==> src/rtl/tx_pwr_pkg.sv <==
// rtl/tx_pwr_pkg.sv - tx power sequencer types, defaults and output decode; honours TX_PWR_RETENTION_EN
package tx_pwr_pkg;

   localparam int CNT_W          = 8;
   localparam int IDLE_HOLD_DEF  = 4;
   localparam int ISO_DLY_DEF    = 2;
   localparam int PWR_SETTLE_DEF = 4;
   localparam int ACK_TO_DEF     = 32;

   typedef enum logic [3:0] {
      ST_ON      = 4'd0,
      ST_CLK_OFF = 4'd1,
      ST_ISO     = 4'd2,
      ST_SAVE    = 4'd3,
      ST_PWR_DN  = 4'd4,
      ST_OFF     = 4'd5,
      ST_PWR_ON  = 4'd6,
      ST_RESTORE = 4'd7,
      ST_DEISO   = 4'd8,
      ST_CLK_ON  = 4'd9
   } pwr_state_e;

   typedef struct packed {
      logic pwr_up;
      logic clk_en;
      logic iso_en;
      logic save;
      logic restore;
      logic pwr_sw_en;
      logic dom_rst;
   } pwr_out_t;

   // Per-state control outputs; without retention, dom_rst stays high
   // through DEISO so tx comes back from its reset state.
   function automatic pwr_out_t decode_outputs(input pwr_state_e st);
      pwr_out_t o;
      o.pwr_up    = 1'b0;
      o.clk_en    = 1'b0;
      o.iso_en    = 1'b1;
      o.save      = 1'b0;
      o.restore   = 1'b0;
      o.pwr_sw_en = 1'b1;
      o.dom_rst   = 1'b0;
      case (st)
         ST_ON: begin
            o.pwr_up = 1'b1;
            o.clk_en = 1'b1;
            o.iso_en = 1'b0;
         end
         ST_CLK_OFF: o.iso_en = 1'b0;
`ifdef TX_PWR_RETENTION_EN
         ST_SAVE:    o.save = 1'b1;
         ST_RESTORE: o.restore = 1'b1;
`endif
         ST_PWR_DN:  o.pwr_sw_en = 1'b0;
         ST_OFF:     o.pwr_sw_en = 1'b0;
         ST_PWR_ON:  o.dom_rst = 1'b1;
         ST_DEISO: begin
            o.iso_en = 1'b0;
`ifndef TX_PWR_RETENTION_EN
            o.dom_rst = 1'b1;
`endif
         end
         ST_CLK_ON: begin
            o.clk_en = 1'b1;
            o.iso_en = 1'b0;
         end
         default: ;
      endcase
      return o;
   endfunction

endpackage

==> src/rtl/tx_pwr_ctrl_if.sv <==
// rtl/tx_pwr_ctrl_if.sv - tx power sequencer status/control bundle
interface tx_pwr_ctrl_if;

   logic       idle;
   logic       wake_req;
   logic       pwr_ack;
   logic       pwr_up;
   logic       clk_en;
   logic       iso_en;
   logic       save;
   logic       restore;
   logic       pwr_sw_en;
   logic       dom_rst;
   logic [3:0] pwr_state;
   logic       err;

   modport master (
      output idle, wake_req, pwr_ack,
      input  pwr_up, clk_en, iso_en, save, restore, pwr_sw_en, dom_rst, pwr_state, err
   );

   modport slave (
      input  idle, wake_req, pwr_ack,
      output pwr_up, clk_en, iso_en, save, restore, pwr_sw_en, dom_rst, pwr_state, err
   );

endinterface

==> src/rtl/tx_pwr_timer.sv <==
// rtl/tx_pwr_timer.sv - loadable saturating down-counter with zero flag
module tx_pwr_timer #(
   parameter int W = 8
) (
   input  logic         clk,
   input  logic         reset,
   input  logic         load,
   input  logic [W-1:0] load_val,
   output logic         done
);

   logic [W-1:0] cnt_q;

   // Load wins; otherwise count down and park at zero.
   always_ff @(posedge clk or posedge reset) begin
      if (reset) begin
         cnt_q <= '0;
      end else if (load) begin
         cnt_q <= load_val;
      end else if (cnt_q != '0) begin
         cnt_q <= cnt_q - W'(1);
      end
   end

   assign done = (cnt_q == '0);

endmodule

==> src/rtl/tx_pwr_ctrl.sv <==
// rtl/tx_pwr_ctrl.sv - tx power-domain sequencer; TX_PWR_RETENTION_EN adds SAVE/RESTORE
module tx_pwr_ctrl
   import tx_pwr_pkg::*;
#(
   parameter int IDLE_HOLD  = IDLE_HOLD_DEF,
   parameter int ISO_DLY    = ISO_DLY_DEF,
   parameter int PWR_SETTLE = PWR_SETTLE_DEF,
   parameter int ACK_TO     = ACK_TO_DEF
) (
   input logic          clk,
   input logic          reset,
   tx_pwr_ctrl_if.slave bus
);

   // Timer loads are one less than the dwell: done is seen on the last cycle.
   localparam logic [3:0]       IDLE_HOLD_C = 4'(IDLE_HOLD);
   localparam logic [CNT_W-1:0] ISO_LD      = CNT_W'(ISO_DLY - 1);
   localparam logic [CNT_W-1:0] SETTLE_LD   = CNT_W'(PWR_SETTLE - 1);
   localparam logic [CNT_W-1:0] ACK_LD      = CNT_W'(ACK_TO - 1);

   pwr_state_e       state_q, state_d;
   logic [3:0]       idle_cnt_q, idle_cnt_d;
   logic             acked_q, acked_d;
   logic             err_q, err_d;
   pwr_out_t         out_q, out_d;
   logic             tmr_load;
   logic [CNT_W-1:0] tmr_val;
   logic             tmr_done;

   tx_pwr_timer #(.W(CNT_W)) u_timer (
      .clk      (clk),
      .reset    (reset),
      .load     (tmr_load),
      .load_val (tmr_val),
      .done     (tmr_done)
   );

   // Next state, idle qualification, ack timeouts and per-state timer loads.
   always_comb begin
      state_d    = state_q;
      idle_cnt_d = '0;
      acked_d    = acked_q;
      err_d      = err_q;
      tmr_load   = 1'b0;
      tmr_val    = '0;

      case (state_q)
         ST_ON: begin
            if (bus.idle && !bus.wake_req) begin
               idle_cnt_d = (idle_cnt_q == IDLE_HOLD_C) ? idle_cnt_q : idle_cnt_q + 4'd1;
            end
            if (!bus.pwr_ack) begin
               err_d = 1'b1;
            end
            if ((idle_cnt_q == IDLE_HOLD_C) && !bus.wake_req) begin
               state_d = ST_CLK_OFF;
            end
         end
         ST_CLK_OFF: state_d = bus.wake_req ? ST_CLK_ON : ST_ISO;
         ST_ISO: begin
            if (bus.wake_req) begin
               state_d = ST_DEISO;
            end else if (tmr_done) begin
`ifdef TX_PWR_RETENTION_EN
               state_d = ST_SAVE;
`else
               state_d = ST_PWR_DN;
`endif
            end
         end
         ST_SAVE: state_d = ST_PWR_DN;
         ST_PWR_DN: begin
            if (!bus.pwr_ack) begin
               state_d = ST_OFF;
            end else if (tmr_done) begin
               err_d   = 1'b1;
               state_d = ST_OFF;
            end
         end
         ST_OFF: begin
            if (bus.wake_req) begin
               state_d = ST_PWR_ON;
            end
         end
         ST_PWR_ON: begin
            if (!acked_q) begin
               if (bus.pwr_ack) begin
                  acked_d  = 1'b1;
                  tmr_load = 1'b1;
                  tmr_val  = SETTLE_LD;
               end else if (tmr_done) begin
                  err_d    = 1'b1;
                  tmr_load = 1'b1;
                  tmr_val  = ACK_LD;
               end
            end else if (tmr_done) begin
`ifdef TX_PWR_RETENTION_EN
               state_d = ST_RESTORE;
`else
               state_d = ST_DEISO;
`endif
            end
         end
         ST_RESTORE: state_d = ST_DEISO;
         ST_DEISO: begin
            if (tmr_done) begin
               state_d = ST_CLK_ON;
            end
         end
         ST_CLK_ON: state_d = ST_ON;
         default:   state_d = ST_ON;
      endcase

      if (state_d != state_q) begin
         acked_d = 1'b0;
         case (state_d)
            ST_ISO, ST_DEISO: begin
               tmr_load = 1'b1;
               tmr_val  = ISO_LD;
            end
            ST_PWR_DN, ST_PWR_ON: begin
               tmr_load = 1'b1;
               tmr_val  = ACK_LD;
            end
            default: ;
         endcase
      end

      out_d = decode_outputs(state_d);
   end

   // State, counters, sticky error and registered outputs.
   always_ff @(posedge clk or posedge reset) begin
      if (reset) begin
         state_q    <= ST_ON;
         idle_cnt_q <= '0;
         acked_q    <= 1'b0;
         err_q      <= 1'b0;
         out_q      <= decode_outputs(ST_ON);
      end else begin
         state_q    <= state_d;
         idle_cnt_q <= idle_cnt_d;
         acked_q    <= acked_d;
         err_q      <= err_d;
         out_q      <= out_d;
      end
   end

   assign bus.pwr_up    = out_q.pwr_up;
   assign bus.clk_en    = out_q.clk_en;
   assign bus.iso_en    = out_q.iso_en;
   assign bus.save      = out_q.save;
   assign bus.restore   = out_q.restore;
   assign bus.pwr_sw_en = out_q.pwr_sw_en;
   assign bus.dom_rst   = out_q.dom_rst;
   assign bus.pwr_state = state_q;
   assign bus.err       = err_q;

endmodule
==> src/flat_wrapper.sv <==
// flat-port wrapper written by rule: the top's interface ports become plain ports
module tx_pwr_ctrl_flat import tx_pwr_pkg::*;
#(
   parameter int IDLE_HOLD  = IDLE_HOLD_DEF,
   parameter int ISO_DLY    = ISO_DLY_DEF,
   parameter int PWR_SETTLE = PWR_SETTLE_DEF,
   parameter int ACK_TO     = ACK_TO_DEF
)
  (clk, reset, bus_idle, bus_wake_req, bus_pwr_ack, bus_pwr_up, bus_clk_en, bus_iso_en, bus_save, bus_restore, bus_pwr_sw_en, bus_dom_rst, bus_pwr_state, bus_err);
  tx_pwr_ctrl_if bus_i ();
  input logic clk;
  input logic reset;
  input wire logic [$bits(bus_i.idle)-1:0] bus_idle;
  input wire logic [$bits(bus_i.wake_req)-1:0] bus_wake_req;
  input wire logic [$bits(bus_i.pwr_ack)-1:0] bus_pwr_ack;
  output wire logic [$bits(bus_i.pwr_up)-1:0] bus_pwr_up;
  output wire logic [$bits(bus_i.clk_en)-1:0] bus_clk_en;
  output wire logic [$bits(bus_i.iso_en)-1:0] bus_iso_en;
  output wire logic [$bits(bus_i.save)-1:0] bus_save;
  output wire logic [$bits(bus_i.restore)-1:0] bus_restore;
  output wire logic [$bits(bus_i.pwr_sw_en)-1:0] bus_pwr_sw_en;
  output wire logic [$bits(bus_i.dom_rst)-1:0] bus_dom_rst;
  output wire logic [$bits(bus_i.pwr_state)-1:0] bus_pwr_state;
  output wire logic [$bits(bus_i.err)-1:0] bus_err;
  assign bus_i.idle = bus_idle;
  assign bus_i.wake_req = bus_wake_req;
  assign bus_i.pwr_ack = bus_pwr_ack;
  assign bus_pwr_up = bus_i.pwr_up;
  assign bus_clk_en = bus_i.clk_en;
  assign bus_iso_en = bus_i.iso_en;
  assign bus_save = bus_i.save;
  assign bus_restore = bus_i.restore;
  assign bus_pwr_sw_en = bus_i.pwr_sw_en;
  assign bus_dom_rst = bus_i.dom_rst;
  assign bus_pwr_state = bus_i.pwr_state;
  assign bus_err = bus_i.err;
  tx_pwr_ctrl #(.IDLE_HOLD(IDLE_HOLD), .ISO_DLY(ISO_DLY), .PWR_SETTLE(PWR_SETTLE), .ACK_TO(ACK_TO)) u_core (.clk(clk), .reset(reset), .bus(bus_i));
endmodule
==> config.mk <==
export PLATFORM = sky130hd
export DESIGN_NAME = tx_pwr_ctrl_flat
export DESIGN_NICKNAME = d
export VERILOG_FILES = /design/src/rtl/tx_pwr_pkg.sv /design/src/rtl/tx_pwr_ctrl_if.sv /design/src/rtl/tx_pwr_timer.sv /design/src/rtl/tx_pwr_ctrl.sv /design/src/flat_wrapper.sv
export SDC_FILE = /design/constraint.sdc
export NUM_CORES = 1
export LEC_CHECK = 0
export CELL_PAD_IN_SITES_DETAIL_PLACEMENT = 2
export CELL_PAD_IN_SITES_GLOBAL_PLACEMENT = 2
export CORE_UTILIZATION = 37
export DETAILED_ROUTE_END_ITERATION = 10
export PLACE_DENSITY_LB_ADDON = 0.1
export SYNTH_ARGS = -nofsm -noshare
export SYNTH_HDL_FRONTEND = slang
export SYNTH_SLANG_ARGS = --single-unit
==> constraint.sdc <==
create_clock -name clk -period 6.9 [get_ports clk]
set_input_delay 2.07 -clock clk [delete_from_list [all_inputs] [get_ports clk]]
set_output_delay 2.07 -clock clk [all_outputs]
set_load 0.03 [all_outputs]
# Word level (Yosys, flattened, before mapping)
# Cells that the tools add are included.
# classes
n_lt_le_gt_ge,0
shift,0
reduce_logical,18
bitwise,0
mul,0
div_mod_pow,0
n_eq_ne,22
muxes,43
n_addsub,2
# ops
operator,n
$mux 4,13
$mux 8,6
$pmux 4 s9,1
$eq 4x3->1 const B,8
$mux 1,20
$pmux 8 s2,1
$eq 4x2->1 const B,3
$eq 4x4->1 const B,3
$reduce_or 2->1,5
$eq 4x1->1 const B,2
$logic_not 4->1,2
$logic_not 8->1,1
$ne 2x2->1 const B,4
$reduce_bool 8->1,1
$reduce_or 4->1,2
$sub 8x1->8 const B,1
$mux 5,1
$reduce_and 5->1,1
$add 4x1->4 const B,1
$ne 4x4->1,1
$reduce_bool 2->1,2
$ne 3x3->1 const B,1
$pmux 1 s3,1
$reduce_bool 3->1,1
2 further kinds,3
# word_totals
elab_cells,95
memories,0
latchBits,0
input_bits,5
mem_bits_ro,0
ramBits,0
ff_bits,23

# Logic depth before layout (Yosys ltp)
# depth
word_depth,9
mapped_depth,10
ltp_nobuf,10

# By module
# A second synthesis with hierarchy kept.
# hier_totals
hier_cells,169
hier_area_um2,1547.7
# modules_own_cells
module,cells_each,seq_area_each_um2,area_per_inst_um2,n_inst
tx_pwr_ctrl,113,379.1,1051.0,1
tx_pwr_timer,56,200.2,496.7,1

# Worst setup path before layout
# No wires, ideal clock.
# synth_timing
path_type,in2reg
start,input port bus_wake_req
end,register u_core.u_timer.cnt_q[3]
stages,8
required_ns,6.796
path_buffers,1
setup_ns,0.104
t_arrival_ns,3.524
slack_ns,3.272
path_cell_list,buf_2 and4bb_1 a22oi_1 nand4_1 a211oi_2 o21a_1 nor2_2 o311ai_1
# synth_between
elab_chain_cells,9
elab_cells_between_ends,21
# synth_rtl
item,line,rtl
start: declaration,flat_wrapper.sv:14,input wire logic [$bits(bus_i.wake_req)-1:0] bus_wake_req;
$logic_not 1->1,tx_pwr_ctrl.sv:55,if ((idle_cnt_q == IDLE_HOLD_C) && !bus.wake_req) begin
$logic_and 1x1->1,tx_pwr_ctrl.sv:55,
$mux 4,tx_pwr_ctrl.sv:55,
$pmux 4 s9 *,tx_pwr_ctrl.sv:47,case (state_q)
"$eq 4x3->1, or another cell as far along",tx_pwr_ctrl.sv:116,case (state_d)
"$reduce_or 2->1, or another cell as far along",n/a,
$pmux 8 s2 / $mux 1 (equally long branches),tx_pwr_ctrl.sv:116,
$mux 8 / $mux 1 (equally long branches),tx_pwr_ctrl.sv:114,if (state_d != state_q) begin
$mux 8 / $reduce_bool 2->1 (equally long branches),n/a,
end signal: assignment,tx_pwr_timer.sv:19,cnt_q <= load_val;
end signal: assignment,tx_pwr_timer.sv:21,cnt_q <= cnt_q - W'(1);
end: declaration,tx_pwr_timer.sv:12,logic [W-1:0] cnt_q;
# Every way passes the cells marked *; elsewhere a longest branch is shown, timed or not.
# A chain may end at the register's enable or synchronous reset.

# Worst setup path in the final report
# Ends and elaborated chain as after synthesis.

==> out/summary.txt <==
Status - completed
Hold/Removal Path Class - flip-flop to flip-flop
Post-synthesis cell type count - 56
Worst Tran Pin Value - 0.925 ns
Fin cells - 221
Crit path DAT - 4.38 ns
Root buf cell - clkbuf_8
Worst skew pair latency - 0.27 ns
Power Dens Cells - 312 nW/um2
DIE AREA - 4360 um2
Critical Path Max Stage Delay - 0.58 ns
Sum Neg Setup Slack - 0 ns
Antenna violations before repair - 0
Clk slew on worst S/H paths - 0.10 ns
Crit path max-delay family - compound AO/OA/AOI/OAI gates
Syn Std Cell Area - 1520 um2
Max Cap Violations - 0
Hold Vio Cnt, Final - 0
Setup violators final - 0
Sequential Area - 579 um2
Fmax - 238 MHz
R2r startpoint - u_core.u_timer.cnt_q[0]
Starting Density - 40.0%
Async SR Flop Fraction - 100%
Critical path type - primary input to flip-flop
# clock sinks - 23
CTS tree - built
Drt drc - 0
Commonest cells after routing, fill and taps aside - dfrtp_1, clkdlybuf4s50_1, inv_1
DP Cell Count - 217
Relative slew slack - 38.3%
Via Count - 1305
I/O Pins - 17
CP bufs+invs - 1
Iteration-0 DRC Markers - 81
WL final - 4.13 mm
Crit path from - bus_wake_req
EDFF count, synth - 0
Synth Instances - 162
Port Buffers - 14
FILL cells - 428
Minimum clock period - 4.20 ns
Final period util - 60.9%
Fin nets - 182
Area of the multi-input gates - 845 um2
Rows - 22
Routed met2 length - 2.16 mm
Setup WS post-layout - 2.70 ns
Diode count - 0
Most common cell after layout, fill and taps aside - dfrtp_1
Hold path startpoint - u_core.bus.err
Vias/cell - 5.90
Top sig layer - met4
VDD IR max - 144 uV
Total gr overflow - 0
Largest net degree at the start of global routing - 24
Sequential area share after synthesis - 38.2%
Worst setup SP type - primary input
Vias in the first global route - 1392
Pre-CTS worst setup slack - 2.49 ns
Layout cells sized above 1 - 12.1%
Pre-antenna DRT Iters - 4
Clock Tree Buf Depth - 2
Synth warn - 0
Synthesized area per cell - 9.37 um2
Core area - 3800 um2
#FFs+latches synth - 23
H-tree depth - 1
Hold-fix buffers, CTS - 0
Post CTS Setup Buffer Count - 0
Final Max Slew Viols - 0
Final Skew - 0.0181 ns
CP Cell Sequence - clkdlybuf4s50_1 > and4bb_1 > a22oi_1 > nand4_1 > a211oi_2 > o21a_1 > nor2_2 > o311ai_1
Placer Congestion - 0.769
Die outline height - 66.0 um
RSZ-0062 raised after global routing - no
Total track usage - 21.7%
Die width - 66.0 um
Inserted Clock Buffers - 3
Wire per inst - 18.7 um
CP required - 7.08 ns
WL met1 - 1.88 mm
Area Overhead vs Synth - 13.5%
CP Capture Type - flip-flop
Final ANT Viol Nets - 0
CP Max Fanout - 9
Hpwl dp - 3.02 mm
Global-route wire length before repair - 7.09 mm
CP max-delay cell - clkdlybuf4s50_1
# resized after CTS - 0
Primary FF master, synth - dfrtp_1
Lkg Pwr - 0.712 nW
Met3 wire len - 63 um
[sequential cells by signal, indices dropped and copies added, names as in the netlist]
name,count
u_core.u_timer.cnt_q,8
u_core.bus.dom_rst,1
u_core.bus.iso_en,1
u_core.bus.pwr_state,4
u_core.bus.pwr_up,1
u_core.bus.clk_en,1
u_core.idle_cnt_q,4
u_core.bus.err,1
u_core.bus.pwr_sw_en,1
u_core.acked_q,1
[area by class of cell]
type,instances,area share [%]
multi-input combinational,118,49.0
sequential,23,33.6
timing repair buffer,14,8.13
tap,48,3.49
inverter,14,3.05
clock buffer,3,2.40
clock inverter,1,0.290
[per-layer routing]
metal / vias to the layer above / GRT usage, %
met5: - / 0
met4: 0 / 4.79
met3: 2 / 2.07
met2: 13 / 39.2
met1: 683 / 27.7
li1: 607 / -
[cells in the mapped netlist (2+ instances only)]
| cell type | number | area share [%] |
|---|---|---|
| o21a_1 | 2 | 0.99 |
| nand2b_1 | 3 | 1.2 |
| ha_1 | 3 | 2.5 |
| a2111o_1 | 2 | 1.5 |
| a31oi_1 | 3 | 1.2 |
| o21ai_0 | 6 | 2.0 |
| nor4b_1 | 2 | 1.2 |
| a21o_1 | 2 | 0.99 |
| buf_4 | 2 | 0.99 |
| dfrtp_1 | 20 | 33 |
| nand4_1 | 4 | 1.6 |
| buf_2 | 6 | 2.0 |
| xor2_1 | 4 | 2.3 |
| inv_1 | 13 | 3.2 |
| dfstp_2 | 3 | 5.2 |
| nor3b_1 | 4 | 2.0 |
| nand2_1 | 5 | 1.2 |
| nor2b_1 | 2 | 0.82 |
| nor3_1 | 6 | 2.0 |
| o21ai_1 | 3 | 0.99 |
| nor2_1 | 12 | 3.0 |
| nand3_1 | 5 | 1.6 |
| xnor2_1 | 6 | 3.5 |
| o211ai_1 | 3 | 1.5 |
| a21oi_1 | 10 | 3.3 |
[where the power goes]
| group | switching, W | internal [W] | leakage [nW] |
|---|---|---|---|
| Clock | 0.0000460 | 0.0000403 | 0.0255 |
| Sequential | 0.0000397 | 0.000168 | 0.284 |
| Combinational | 0.000137 | 0.000107 | 0.402 |
[cells by family after synthesis]
group                      Yosys count  share of synthesized area, %
adders and majority gates            3                          2.47
other                                1                         0.247
xor gates and xnor gates            10                          5.77
AOI/OAI and AO/OA                   46                          22.8
buffers and inverters               22                          6.43
DFF                                 23                          38.2
muxes                                1                         0.660
and+or+nand+nor                     56                          23.4
[per-stage QoR]
step                      total power [W]  util [%]  instance area [um2]  hold slack, ns
after CTS                        0.000541      45.4                 1720           0.473
after detailed placement         0.000452      44.1                 1680           0.451
after global placement           0.000439      44.1                 1680           0.437
after global routing             0.000577      45.4                 1720           0.505
final                            0.000538      45.4                 1720           0.466
after floorplan                  0.000387         -                 1520           0.510
[worst reg2reg max path, stage by stage (launching register included)]
cell and delay [ns]:
dfrtp_1 0.40, inv_1 0.09, ha_1 0.21, nor4b_4 0.46, and2_2 0.42, a31oi_1 0.18, nor2_4 0.21, inv_2 0.08
a41o_1 0.30, nor2_2 0.21, o22ai_1 0.12
[path summary, 6_finish.rpt]
kind,end,slack (ns),cells past startpoint
worst max register to register,u_core.u_timer.cnt_q[1],4.09,10
min in group asynchronous,u_core.u_timer.cnt_q[3],2.30,2
max in group asynchronous,u_core.bus.dom_rst,4.02,2
worst min-delay path,u_core.bus.err,0.47,1
worst min register to register,u_core.bus.err,0.47,1
worst max-delay path,u_core.u_timer.cnt_q[3],2.70,8
No activity file was read; power rests on OpenSTA's default activity.
